File: src/rtl/softmax_vector_sequencer.sv
// softmax_vector_sequencer
//
// Purpose:
//   Drives one dual-port block RAM as the vector buffer of the softmax pipeline.
//   The block first loads an incoming score vector through RAM port A. While it
//   loads, it tracks the vector length and the signed maximum. It then replays
//   the stored vector through RAM port B to the exponent stage. The replay side
//   uses valid/ready handshaking so the downstream stage can apply backpressure.
//
// Configuration:
//   SOFTMAX_SEQ_MAX_TRACK_EN - when defined, vec_max tracks the signed maximum
//   of the loaded vector. When undefined, the comparator and register are
//   removed and vec_max is tied to 0.
//
// Ports:
//   clock, reset_n              single rising-edge clock, async active-low reset
//   in_valid/in_ready/in_data/in_last      score input stream
//   out_valid/out_ready/out_data/out_last  replay stream (out_data = RAM port B data)
//   vec_max, vec_len, overflow  vector statistics and sticky truncation flag
//   ram_enable_a, ram_write_enable_a, ram_address_a, ram_input_data_a  RAM port A (write)
//   ram_enable_b, ram_address_b, ram_output_data_b                     RAM port B (read)

module softmax_vector_sequencer #(
  parameter int DATA_WIDTH  = 32,
  parameter int ADDR_WIDTH  = 10,
  parameter int TOTAL_WORDS = 1024
) (
  input  logic                  clock,
  input  logic                  reset_n,
  input  logic                  in_valid,
  output logic                  in_ready,
  input  logic [DATA_WIDTH-1:0] in_data,
  input  logic                  in_last,
  output logic                  out_valid,
  input  logic                  out_ready,
  output logic [DATA_WIDTH-1:0] out_data,
  output logic                  out_last,
  output logic [DATA_WIDTH-1:0] vec_max,
  output logic [ADDR_WIDTH:0]   vec_len,
  output logic                  overflow,
  output logic                  ram_enable_a,
  output logic                  ram_write_enable_a,
  output logic [ADDR_WIDTH-1:0] ram_address_a,
  output logic [DATA_WIDTH-1:0] ram_input_data_a,
  output logic                  ram_enable_b,
  output logic [ADDR_WIDTH-1:0] ram_address_b,
  input  logic [DATA_WIDTH-1:0] ram_output_data_b
);

  localparam int LEN_WIDTH = ADDR_WIDTH + 1;

  typedef enum logic [1:0] {
    ST_LOAD,
    ST_PRIME,
    ST_DRAIN
  } state_e;

  state_e                state_q, state_d;
  logic [ADDR_WIDTH-1:0] wr_ptr_q, wr_ptr_d;
  logic [ADDR_WIDTH-1:0] rd_ptr_q, rd_ptr_d;
  logic [LEN_WIDTH-1:0]  vec_len_q, vec_len_d;
  logic                  overflow_q, overflow_d;
  logic                  out_valid_q, out_valid_d;
  logic                  out_last_q, out_last_d;
  logic                  accept;
  logic                  full_beat;

  always_comb begin
    state_d            = state_q;
    wr_ptr_d           = wr_ptr_q;
    rd_ptr_d           = rd_ptr_q;
    vec_len_d          = vec_len_q;
    overflow_d         = overflow_q;
    out_valid_d        = out_valid_q;
    out_last_d         = out_last_q;
    in_ready           = 1'b0;
    accept             = 1'b0;
    ram_enable_a       = 1'b0;
    ram_write_enable_a = 1'b0;
    ram_address_a      = wr_ptr_q;
    ram_input_data_a   = in_data;
    ram_enable_b       = 1'b0;
    ram_address_b      = '0;
    // True when the beat being accepted would be beat number TOTAL_WORDS.
    full_beat          = (vec_len_q == LEN_WIDTH'(TOTAL_WORDS - 1));

    case (state_q)
      ST_LOAD: begin
        in_ready = 1'b1;
        accept   = in_valid;
        if (accept) begin
          ram_enable_a       = 1'b1;
          ram_write_enable_a = 1'b1;
          wr_ptr_d           = wr_ptr_q + ADDR_WIDTH'(1);
          vec_len_d          = vec_len_q + LEN_WIDTH'(1);
          // An accepted beat clears any previous truncation flag.
          // The flag is set again only if this beat fills the RAM without in_last.
          overflow_d         = full_beat && !in_last;
          if (in_last || full_beat) begin
            state_d = ST_PRIME;
          end
        end
      end

      ST_PRIME: begin
        // Read element 0 now, so that the first beat is valid on entry to DRAIN.
        ram_enable_b  = 1'b1;
        ram_address_b = '0;
        rd_ptr_d      = ADDR_WIDTH'(1);
        out_valid_d   = 1'b1;
        out_last_d    = (vec_len_q == LEN_WIDTH'(1));
        state_d       = ST_DRAIN;
      end

      ST_DRAIN: begin
        // While stalled, port B stays disabled. The RAM output register then
        // holds out_data steady.
        if (out_valid_q && out_ready) begin
          if (out_last_q) begin
            out_valid_d = 1'b0;
            out_last_d  = 1'b0;
            wr_ptr_d    = '0;
            vec_len_d   = '0;
            state_d     = ST_LOAD;
          end else begin
            ram_enable_b  = 1'b1;
            ram_address_b = rd_ptr_q;
            rd_ptr_d      = rd_ptr_q + ADDR_WIDTH'(1);
            out_last_d    = ({1'b0, rd_ptr_q} == (vec_len_q - LEN_WIDTH'(1)));
          end
        end
      end

      default: begin
        state_d = ST_LOAD;
      end
    endcase
  end

  always_ff @(posedge clock or negedge reset_n) begin
    if (!reset_n) begin
      state_q     <= ST_LOAD;
      wr_ptr_q    <= '0;
      rd_ptr_q    <= '0;
      vec_len_q   <= '0;
      overflow_q  <= 1'b0;
      out_valid_q <= 1'b0;
      out_last_q  <= 1'b0;
    end else begin
      state_q     <= state_d;
      wr_ptr_q    <= wr_ptr_d;
      rd_ptr_q    <= rd_ptr_d;
      vec_len_q   <= vec_len_d;
      overflow_q  <= overflow_d;
      out_valid_q <= out_valid_d;
      out_last_q  <= out_last_d;
    end
  end

`ifdef SOFTMAX_SEQ_MAX_TRACK_EN
  logic [DATA_WIDTH-1:0] vec_max_q, vec_max_d;

  // The first beat of a vector seeds the maximum.
  // Each later beat replaces it only if it is larger in signed terms.
  always_comb begin
    vec_max_d = vec_max_q;
    if (accept && ((vec_len_q == '0) || ($signed(in_data) > $signed(vec_max_q)))) begin
      vec_max_d = in_data;
    end
  end

  always_ff @(posedge clock or negedge reset_n) begin
    if (!reset_n) begin
      vec_max_q <= '0;
    end else begin
      vec_max_q <= vec_max_d;
    end
  end

  assign vec_max = vec_max_q;
`else
  assign vec_max = '0;
`endif

  assign out_valid = out_valid_q;
  assign out_last  = out_last_q;
  assign out_data  = ram_output_data_b;
  assign vec_len   = vec_len_q;
  assign overflow  = overflow_q;

endmodule

File: config.mk
export PLATFORM = sky130hd
export DESIGN_NAME = softmax_vector_sequencer
export DESIGN_NICKNAME = d
export VERILOG_FILES = /design/src/rtl/softmax_vector_sequencer.sv
export SDC_FILE = /design/constraint.sdc
export NUM_CORES = 1
export LEC_CHECK = 0
export CAP_MARGIN = 20
export CORE_MARGIN = 3
export CORE_UTILIZATION = 37
export DETAILED_ROUTE_END_ITERATION = 8
export GPL_TIMING_DRIVEN = 0
export PLACE_DENSITY = 0.88
export SETUP_SLACK_MARGIN = 0.4
export SLEW_MARGIN = 20
export SYNTH_ARGS = -nofsm -noshare
export SYNTH_HDL_FRONTEND = slang
export SYNTH_SLANG_ARGS = --single-unit
File: constraint.sdc
create_clock -name clock -period 2.8 [get_ports clock]
set_clock_uncertainty 0.05 [all_clocks]
set_input_delay 0.28 -clock clock [delete_from_list [all_inputs] [get_ports clock]]
set_output_delay 0.28 -clock clock [all_outputs]
set_load 0.01 [all_outputs]
==> impl_results.md, run 1 <==
* Status: complete, no violations
* Layout cells sized above 1 at 25.5%
* Top_reg_cell synth: dfrtp_1
* Overall Power at 2.76 mW
* Initial Util at 38.8%
* Gr usage total at 16.3%
* Worst skew pair latency at 0.29 ns
* Core region area at 7850 µm²
* Dpl cells at 602
* Diode count at 0
* Post-synthesis cell type count at 51
* Iter 0 DRT Violations at 215
* Synthesized cell area at 3040 µm²
* Mapped Cells at 362
* Port Buffers at 106
* WL per Instance at 13.3 µm
* YS warnings at 0
* Via count at 2876
* Synthesized area per cell at 8.41 µm²
* Final worst-path cycle share at 85.3%
* Final Worst Setup Slack at 0.412 ns
* Leading area contributor after synthesis: dfrtp_1
* Commonest cells after routing, fill and taps aside: buf_4 (98), clkdlybuf4s50_1 (94), dfrtp_1 (35)
* Rel. slew slack at 58.4%
* DRC at 0
* Largest net degree at the start of global routing at 29
* Place WS at -0.0592 ns
* Worst Path Required at 2.91 ns
* Worst hold margin at 0.325 ns
* Worst EP arrival at 2.50 ns
* Worst min-delay path category: in -> async
* CTS tree: built
* Post-synthesis sequential area ratio at 29.6%
* RSZ-0062 raised after global routing: yes
* Die area at 9350 µm²
* Synthesized flop and latch total at 36
* DRT Wirelength at 8.11 mm
* FP Rows at 32
* Commonest non-fill, non-tap cell in the layout: buf_4
* Synth top area share at 29.6%
* Post-route minimum period at 2.39 ns
* Register Area at 902 µm²
* Die width at 96.7 µm
* Area of the multi-input gates at 1470 µm²
* Number of antenna violations at the first check in global routing at 0
* Final estimated routing congestion in global placement at 0.828
* Gr ovfl total at 0
* Worst-path fanout max at 10
* Largest cells by area after synthesis: dfrtp_1 (30%), buf_4 (24%), xor2_1 (6.0%)
* Root Buffer: clkbuf_8
* Wire length of the first global-routing pass at 13.1 mm
* Async set or reset register ratio after synthesis at 100%
* Hold Vio Cnt, Final at 0
* Worst-path clk slew at 0.08 ns
* Cts bufs inserted at 5
* CTS HTree Levels at 2
* Final #Nets at 586
* P&R area growth vs syn at 48.5%
* # fillers at 711
* Crit. End Element: register
* Startpoint Class: register
* Measured slew at the worst slew-check pin at 0.618 ns
* Die Y-Extent at 96.7 µm
* CTS Sinks at 36
* Finished Layout Cells at 612
* Number of synthesized flops with an enable pin at 0
* Static leakage at 2.15 nW
* Max Root-Sink Buffers at 2
* Pins Over Slew Limit at 0
* Peak Freq at 0.419 GHz
* I/O Pins at 203
* Vias in the first global route at 2854
* HPWL after detailed placement at 6.36 mm
* Antenna-violating nets left at 0
* Setup CP Type: reg -> reg
* DR pass1 iterations at 4
* Pwr/cell area at 611 nW/µm²
* Via/cell ratio at 4.70
* Max Cap Viol at 0
* Setup violators final at 0
* Peak VDD IR at 399 µV
critical path: stages (launching register included):
cell and delay (ns):
dfrtp_1 0.38, inv_1 0.09, ha_1 0.18, buf_2 0.20
nand4_1 0.24, a21oi_1 0.40, clkbuf_2 0.31, nand4_1 0.15
xor2_1 0.19, nor2_1 0.06
flip-flops by register name (all words and copies together) (netlist names):
register and flops:
rd_ptr_q 10, ram_address_a 10, out_last 1, vec_len 11, overflow 1, state_q 2
out_valid 1
kinds of logic after synthesis:
kind of cell | share of synthesized area [%]
compound gates | 8.06
xor+xnor | 8.06
simple gates | 22.0
flops | 29.6
buf+inv | 27.1
other cells | 0.123
fa+ha+maj | 3.29
mux | 1.73
per-layer routing:
metal  GRT usage [%]  vias to the layer above  part of all wire (%)
li1                -                     1377                     -
met1            18.6                     1346                    38
met2            29.4                      140                    52
met3            4.61                       13                   8.3
met4            5.18                        0                   1.7
met5               0                        -                     0
layout make-up:
cell class / instances / share of cell area, %
multi-input combinational: 237 / 32.4
timing repair buffer: 109 / 24.0
sequential: 36 / 20.0
buffer: 113 / 18.2
tap: 102 / 2.82
clock buffer: 6 / 1.83
inverter: 7 / 0.581
clock inverter: 2 / 0.221
metrics by stage:
step                      area, µm²  TNS, ns  utilization [%]
after floorplan                3160        0                -
after global placement         4350        0             55.4
after detailed placement       4360   -0.281             55.6
after CTS                      4490        0             57.3
after global routing           4520        0             57.6
final                          4520        0             57.6
cell usage after synthesis (5+ instances only):
master / instances
a21oi_1: 11
xnor2_1: 7
or3_1: 5
nor3_1: 6
clkbuf_1: 11
inv_1: 7
xor2_1: 21
nor2_1: 29
and2_1: 12
nand2_1: 22
o21ai_0: 8
ha_1: 8
nand4_1: 10
buf_4: 97
dfrtp_1: 36
nor2b_1: 5
nand3_1: 11
nand2b_1: 5
final timing paths:
check / endpoint / start / slack [ns] / cells after the start
worst max-delay path: ram_address_a[6] / state_q[0] / 0.41 / 9
worst min-delay path: rd_ptr_q[9] / reset_n / 0.32 / 2
worst max register to register: ram_address_a[6] / state_q[0] / 0.41 / 9
worst min register to register: overflow / overflow / 0.45 / 2
max in group asynchronous: vec_len[5] / reset_n / 1.94 / 3
min in group clock: overflow / overflow / 0.45 / 2
power breakdown:
part	internal, mW	switching [mW]	leakage (nW)
clock	0.196	0.193	0.0510
combinational	0.774	0.820	1.64
sequential	0.646	0.133	0.455
total	1.62	1.15	2.15
timing repair:
action | CTS | global route
gates cloned | 0 | 0
hold buffers | 1 | 0
pin swaps | 0 | 1
endpoints found under the hold margin | 8 | 0
buffers inserted | 1 | 0
endpoints found under the setup margin | 27 | 18
gates resized for setup | 20 | 13
Power figures use the tool's default switching activity.
==> run 2, diff against run 1 <==
--- a/config.mk
+++ b/config.mk
@@ -7,5 +7,5 @@
 export LEC_CHECK = 0
 export CAP_MARGIN = 20
-export CORE_MARGIN = 3
+export CORE_MARGIN = 2
 export CORE_UTILIZATION = 37
 export DETAILED_ROUTE_END_ITERATION = 8
--- a/constraint.sdc
+++ b/constraint.sdc
@@ -3,3 +3,3 @@
 set_input_delay 0.28 -clock clock [delete_from_list [all_inputs] [get_ports clock]]
 set_output_delay 0.28 -clock clock [all_outputs]
-set_load 0.01 [all_outputs]
+set_load 0.1 [all_outputs]
==> impl_results.md, run 2 (synthesis gave the netlist of run 1 again) <==
* Flop pwr share at 19.1%
* Setup violators final at 0
* Final #Nets at 588
* Final Worst Setup Slack at 0.431 ns
* Largest net degree at the start of global routing at 26
* Dpl cells at 605
* Most used routing layer: met2
* Peak VDD IR at 718 µV
* Max Cap Viol at 0
* Via count at 2856
* Iter 0 DRT Violations at 143
* Cell Area, Placed at 4410 µm²
* Switching portion of total power at 59.7%
* Routing usage on met3 at 4.15%
* Die width at 94.7 µm
* Wire length of the first global-routing pass at 11.7 mm
* Status: complete, no violations
* Design area at 4620 µm²
* Peak Freq at 0.422 GHz
* M2 GR Usage at 27.9%
* Antenna-violating nets left at 0
* FP Rows at 33
* Switching pwr at 2.48 mW
* HPWL after detailed placement at 6.03 mm
* Number of antenna violations at the first check in global routing at 0
* CTS Sinks at 36
* DRT Wirelength at 7.61 mm
* Cts bufs inserted at 5
* Place WS at -0.598 ns
* Worst-path fanout max at 7
* Worst skew pair latency at 0.29 ns
* DR pass1 iterations at 4
* Max Root-Sink Buffers at 2
* Crit. End Element: register
* Worst hold margin at 0.347 ns
* CTS tree: built
* Static leakage at 2.11 nW
* Diode count at 0
* Pins Over Slew Limit at 0
* RSZ-0062 raised after global routing: yes
* CTS HTree Levels at 2
* Die Y-Extent at 94.7 µm
* Setup CP Type: reg -> reg
* Cell Int Power at 1.68 mW
* Layout cells sized above 1 at 32.4%
* Final estimated routing congestion in global placement at 0.821
* Commonest non-fill, non-tap cell in the layout: buf_4
* Initial Util at 37.6%
* P&R area growth vs syn at 51.7%
* DRC at 0
* Die area at 8970 µm²
* Worst EP arrival at 2.53 ns
* Max reg flops at 11
* Gr usage total at 16.2%
* WL per Instance at 12.3 µm
* Final worst-path cycle share at 84.6%
* Startpoint Class: register
* Root Buffer: clkbuf_8
* Clock power share at 9.9%
* I/O Pins at 203
* GR Util met1 at 19.6%
* Hold Vio Cnt, Final at 0
* Vias in the first global route at 2654
* Post-route minimum period at 2.37 ns
* Gr ovfl total at 0
* Port Buffers at 106
* Measured slew at the worst slew-check pin at 1.01 ns
* Core region area at 8090 µm²
* Worst min-delay path category: in -> async
* Commonest cells after routing, fill and taps aside: buf_4 (102), clkdlybuf4s50_1 (91), conb_1 (32)
* Rel. slew slack at 32.7%
* Via/cell ratio at 4.63
* Comb pwr share at 71.0%
* Finished Layout Cells at 617
* Pwr/cell area at 901 nW/µm²
* Worst Path Required at 2.96 ns
* Worst-path clk slew at 0.08 ns
* Finished Core Util at 57.1%
## run 2: cell type report
class,instances,area [µm²]
fillers,722,3480
multi-input cells,237,1500
repair buffers,111,1120
flip-flops and latches,36,915
plain buffers,113,818
well taps,105,131
clock buffers,8,100
inverters,7,30.0
## run 2: path summary, 6_finish.rpt
check | start | slack [ns] | to | cells after the start
worst min-delay path | reset_n | 0.35 | overflow | 2
worst max-delay path | vec_len[6] | 0.43 | out_last | 6
max in group asynchronous | reset_n | 1.89 | vec_len[6] | 3
min in group clock | overflow | 0.44 | overflow | 2
worst max register to register | vec_len[6] | 0.43 | out_last | 6
worst min register to register | overflow | 0.44 | overflow | 2
## run 2: per-stage QoR
step | setup TNS (ns) | power (mW)
after detailed placement | -5.74 | 3.65
after CTS | 0 | 4.07
final | 0 | 4.16
after floorplan | 0 | 3.07
after global placement | -5.28 | 3.59
after global routing | 0 | 4.38
## run 2: critical path: stages (launching register included)
cell     delay, ns
dfrtp_4       0.48
buf_6         0.14
or4_4         0.52
o31a_1        0.27
or3_1         0.35
a221o_1       0.35
o21ai_1       0.13
## run 2: repair_timing
| action | in CTS | in global routing |
|---|---|---|
| gates resized for setup | 87 | 21 |
| hold buffers | 1 | 0 |
| pin swaps | 0 | 2 |
| endpoints found under the setup margin | 31 | 29 |
| buffers inserted | 0 | 3 |
| hold endpoints to repair | 11 | 0 |
## run 2: metal layers
metal,wire length (µm),vias to the layer above
li1,-,1383
met2,3880,139
met3,732,4
met1,2970,1330
met4,35,0
met5,0,-
## run 2: power by group through the flow
stage / Sequential [mW] / Clock (mW) / Combinational, mW
3_3_place_gp: 0.792 / 0 / 2.80
2_1_floorplan: 1.44 / 0 / 1.63
3_5_place_dp: 0.800 / 0 / 2.85
6_report: 0.793 / 0.412 / 2.96
5_1_grt: 0.816 / 0.450 / 3.11
4_1_cts: 0.792 / 0.420 / 2.86
==> run 3, diff against run 2 <==
clock period = 2.2 ns   (was 2.8 ns; I/O delays follow)
==> impl_results.md, run 3 (synthesis gave the netlist of run 1 again) <==
* DRT Wirelength at 9.92 mm
* Die Y-Extent at 94.7 µm
* Static leakage at 2.52 nW
* Post-route minimum period at 2.26 ns
* Gr usage total at 18.4%
* Pins Over Slew Limit at 0
* Worst Path Required at 2.37 ns
* Overall Power at 6.65 mW
* R2r worst-path depth at 8
* Worst-path fanout max at 8
* Iter 0 DRT Violations at 235
* Die width at 94.7 µm
* Via/cell ratio at 4.85
* R2r setup slk at -0.06 ns
* Max Root-Sink Buffers at 2
* Root Buffer: clkbuf_8
* CTS tree: built
* CTS Sinks at 36
* Failing checks: negative setup slack
* Setup CP Type: reg -> reg
* Layout cells sized above 1 at 47.0%
* Measured slew at the worst slew-check pin at 0.981 ns
* Setup violators final at 1
* R2R Path End: out_last
* I/O Pins at 203
* Final estimated routing congestion in global placement at 0.818
* Place WS at -0.841 ns
* Peak VDD IR at 932 µV
* Peak Freq at 0.443 GHz
* Worst skew pair latency at 0.29 ns
* Worst r2r src: vec_len[0]
* Worst EP arrival at 2.43 ns
* Gr ovfl total at 0
* Max Cap Viol at 0
* Status: complete, but fails checks
* DR pass1 iterations at 5
* Hold Vio Cnt, Final at 0
* Startpoint Class: register
* Worst-path clk slew at 0.08 ns
* P&R area growth vs syn at 82.9%
* Wire length of the first global-routing pass at 13.3 mm
* WL per Instance at 15.0 µm
* CTS HTree Levels at 2
* Largest net degree at the start of global routing at 28
* Rel. slew slack at 34.4%
* Final Worst Setup Slack at -0.0579 ns
* Commonest non-fill, non-tap cell in the layout: buf_4
* Number of antenna violations at the first check in global routing at 0
* Initial Util at 37.6%
* # fillers at 564
* Worst min-delay path category: in -> async
* Via count at 3198
* Cts bufs inserted at 5
* Crit. End Element: register
* Pwr/cell area at 1190 nW/µm²
* Antenna-violating nets left at 0
* Die area at 8970 µm²
* RSZ-0062 raised after global routing: yes
* HPWL after detailed placement at 6.04 mm
* Diode count at 0
* Vias in the first global route at 2775
* FP Rows at 33
* Final worst-path cycle share at 103%
* DRC at 0
* Final #Nets at 631
* Commonest cells after routing, fill and taps aside: buf_4 (115), clkdlybuf4s50_1 (67), conb_1 (32)
* Max reg flops at 11
* Core region area at 8090 µm²
* Port Buffers at 106
==> run 3: cell count changes in the layout (fill, tap and decap cells not counted), sizes merged <==
cell,previous run,this run
buf,119,168
dlygate4sd2,1,2
clkdlybuf4s50,91,67
clkinv,0,1
clkbuf,18,14
bufinv,0,1
clkinvlp,1,2
clkdlybuf4s15,2,20
==> run 3: worst max-delay path by stage <==
| stage | startpoint | to | slack, ns | cells past startpoint |
|---|---|---|---|---|
| CTS | vec_len[6] | out_last | -0.09 | 6 |
| floorplan | vec_len[6] | out_last | -0.19 | 6 |
| global route | vec_len[0] | out_last | -0.11 | 8 |
| global placement | out_ready | ram_address_b[4] | -0.81 | 6 |
| finish | vec_len[0] | out_last | -0.06 | 8 |
| detailed placement | out_ready | ram_address_b[8] | -0.84 | 6 |
==> run 3: metrics by stage <==
stage	cells	hold slack, ns	TNS (ns)	util (%)	instance area (µm²)
6_report	660	0.271	-0.0579	68.8	5570
5_1_grt	660	0.299	-0.202	68.8	5570
4_1_cts	635	0.284	-0.0934	63.3	5130
3_5_place_dp	605	0.0570	-9.08	56.8	4600
3_3_place_gp	604	0.426	-10.27	56.7	4590
2_1_floorplan	393	-0.126	-0.195	-	3390
==> run 3: timing repair <==
item,in CTS,in global routing
hold buffers,1,0
cloned,1,2
endpoints found under the setup margin,69,55
setup buffers,20,23
endpoints found under the hold margin,9,0
gates resized for setup,203,70
pin swaps,33,34
==> run 3: final cells by class <==
| cell class | count | area (µm²) | area share (%) |
|---|---|---|---|
| repair buffers | 154 | 1700 | 30.6 |
| multi-input cells | 237 | 1760 | 31.7 |
| clock inverters | 3 | 42.5 | 0.764 |
| plain buffers | 113 | 898 | 16.1 |
| well taps | 105 | 131 | 2.36 |
| flip-flops and latches | 36 | 930 | 16.7 |
| clock buffers | 5 | 68.8 | 1.24 |
| inverters | 7 | 32.5 | 0.584 |
==> run 3: where the power goes <==
group | internal [mW] | switching [mW] | leakage (nW)
Sequential | 0.844 | 0.224 | 0.441
Clock | 0.336 | 0.271 | 0.0541
Combinational | 1.78 | 3.19 | 2.02
Total | 2.96 | 3.69 | 2.52
==> run 3: routing by layer <==
metal  global-route usage [%]  up-vias  share of wire (%)
met5                        0        -                  0
met4                     6.16        0                1.9
met3                     2.87       18                7.4
met2                     32.2      180                 53
met1                     23.1     1524                 37
li1                         -     1476                  -
==> run 3: worst max-delay path: stages (launching register included) <==
cell and delay (ns):
dfrtp_2 0.45, buf_2 0.20, inv_1 0.16, ha_4 0.19, nand2b_4 0.08, o31a_1 0.29, or3_1 0.30, a221o_1 0.33
o21ai_1 0.13
==> edit (settings of run 3) <==
Set the parameter `ADDR_WIDTH` to 9 (it was 10).
--- a/src/rtl/softmax_vector_sequencer.sv
+++ b/src/rtl/softmax_vector_sequencer.sv
@@ -23,5 +23,5 @@
 module softmax_vector_sequencer #(
   parameter int DATA_WIDTH  = 32,
-  parameter int ADDR_WIDTH  = 10,
+  parameter int ADDR_WIDTH  = 9,
   parameter int TOTAL_WORDS = 1024
 ) (
Interface: changed (resized ram_address_a, ram_address_b and vec_len); port bits go from 203 to 200. The function was not compared with the original's and may differ.
==> edit against run 3 <==
The run still ends with negative setup slack left; non-clock buffer count down 17; total power is 2.6% lower; routed wire length fell by 8.8%; via count down 9.5%; worst hold slack better by 0.088 ns; sequential cell count decreased by 3; cell area fell by 6.3%; critical path depth stayed put; setup slack worse by 0.059 ns; global-route usage increased by 0.94 points; synthesized cell count is 6.9% lower; die area decreased by 6.8%; area after synthesis decreased by 7.1%.
==> edit: results (changes against run 3) <==
The run finished, with violations left. The checks that failed: negative setup slack. The run gives 49 (-3.9%) as the number of different library cells in the post-synthesis netlist. The number of buffers inserted by port buffering was 103 (-2.8%). The run gives 0.8711 (+6.5%) as the weighted congestion reported at the end of routability-driven placement.

The global routing met1 resource utilization was 0.2210 (-0.009847). For the number of global-route vias before repair, the log shows 2827 (+1.9%). The delay of the slowest cell on the worst path was 0.52 ns (+0.07 ns). Sorting the synthesized cells by how often they occur yields buf_4, dfrtp_1, nor2_1, nand2_1, xor2_1.

The cell total after placement came out at 571 (-5.6%). For the leakage power of the design, the log shows 2.348 nW (-6.7%). Ranked by total cell area, the synthesized netlist is headed by dfrtp_1, buf_4, xor2_1.

The worst voltage drop across the vdd grid came out at 0.8929 mV (-4.2%). The tools report the global-route met3 utilization as 0.04564 (+0.01691). The number of flip-flops under the largest register name was 10 (-1); the wire length of the first global-routing pass was 13270 µm (about the same). The mean post-synth cell area is 8.391 µm² (-0.22%), and the final cell count without fillers is 616 (-6.7%). The logs give -0.1170 ns (-0.05912 ns) for the final critical-path setup slack and 1 (unchanged) for the total of endpoints with negative setup slack in the final report. The layout cell share with drive strength beyond 1 was 0.5048 (+0.03457); the critical path data arrival time was 2.48 ns (+0.05 ns).

The run gives 0.1935 (+0.009403) as the overall routing resource usage. The post-detailed-routing wire length is 9048 µm (-8.8%), and the headroom to the max-slew limit is 0.3423 (-0.001867). The total iterations of the first detailed-routing run came out at 4 (-1).

The buffer cell driving the clock tree root is clkbuf_8. For this design, the slowest cell found on the critical path is dfrtp_4. Among cell families on the critical path, the largest total delay comes from simple AND/OR/NAND/NOR gates. The total via count after detailed routing was 2893 (-9.5%). For the pin count of the biggest net entering global routing, the log shows 34 (+21%).

Clock latency on the worst-skew pair, taken at its later pin, is 0.30 ns. The tools report the global routing met2 resource utilization as 0.3523 (+0.03082). The sequential area share after synthesis was 0.2920 (-0.003896); the highest fanout seen on the critical path was 8 (unchanged). The number of design-rule violations left by the first detailed-router iteration was 194 (-17%); the net count reported at finish was 593 (-6.0%). For the placed wire-length estimate, the log shows 5671 µm (-6.1%). The number of hold-slack violations in the final timing report was 0 (unchanged).
edit: changes by cell type after synthesis, moves of 4 or more:
| cell | change |
|---|---|
| nand3_1 | -6 |
| xor2_1 | -5 |
| and2_1 | -4 |
| nand2_1 | +4 |
| xnor2_1 | +4 |
edit: per-stage QoR:
step	instance area (µm²)	power (mW)	TNS (ns)	util	worst slack [ns]
2_1_floorplan	3259	4.232	-0.2193	-	-0.2193
3_3_place_gp	4414	4.892	-9.362	0.6022	-0.9820
3_5_place_dp	4429	4.957	-9.703	0.6042	-1.008
4_1_cts	4992	5.954	-0.1208	0.6810	-0.1208
5_1_grt	5216	6.706	-0.2314	0.7116	-0.2314
6_report	5216	6.478	-0.1170	0.7116	-0.1170
edit: timing repair:
| item | 4_1_cts | 5_1_grt |
|---|---|---|
| hold buffers | 1 | 0 |
| resized for setup | 198 | 54 |
| setup endpoints to repair | 61 | 47 |
| endpoints found under the hold margin | 33 | 0 |
| setup buffers | 22 | 12 |
| gates cloned | 1 | 1 |
| pin swaps | 18 | 31 |
edit: routing by layer:
metal | share of wire | routed length [µm] | vias up
met3 | 0.069 | 625 | 15
li1 | - | - | 1349
met1 | 0.36 | 3275 | 1386
met5 | 0 | 0 | -
met2 | 0.55 | 4952 | 143
met4 | 0.021 | 193 | 0
edit: how the worst min path moves through the flow:
stage / start / depth (start not counted) / end / slack [ns]
final: reset_n / 3 / rd_ptr_q[8] / 0.36
after global placement: overflow / 1 / overflow / 0.44
after detailed placement: reset_n / 2 / vec_len[6] / 0.15
after floorplan: reset_n / 0 / overflow / -0.13
after global routing: reset_n / 3 / out_last / 0.40
after CTS: reset_n / 3 / rd_ptr_q[8] / 0.37
edit: cell families (layout without fill, tap and decap cells):
logic type,count (synthesis),count (layout),synth area share
xor+xnor,27,27,0.08363
compound gates,37,38,0.08319
fa+ha+maj,8,8,0.03540
buf+inv,118,266,0.2903
simple gates,110,110,0.2031
mux,3,3,0.01106
flops,33,33,0.2920
other cells,1,32,0.001326
edit: where the power goes:
part	internal [mW]	switching (mW)	total, mW
clock	0.283	0.246	0.529
sequential	0.821	0.232	1.05
combinational	1.66	3.23	4.90
total	2.77	3.71	6.48
edit: cell type report:
| type | count | area (µm²) |
|---|---|---|
| fill | 496 | 2115 |
| multi-input combinational | 218 | 1683 |
| timing repair buffer | 140 | 1480 |
| buffer | 110 | 912.1 |
| sequential | 33 | 877.1 |
| tap | 99 | 123.9 |
| clock buffer | 7 | 96.34 |
| inverter | 8 | 38.79 |
| clock inverter | 1 | 5.005 |
edit: worst register-to-register path: stages, from the launching register on:
cell       delay [ns]
dfrtp_4          0.52
clkbuf_8         0.18
inv_1            0.07
ha_2             0.29
xnor2_1          0.14
nor2_1           0.15
o2111ai_2        0.13
or4_4            0.52
o31ai_4          0.17
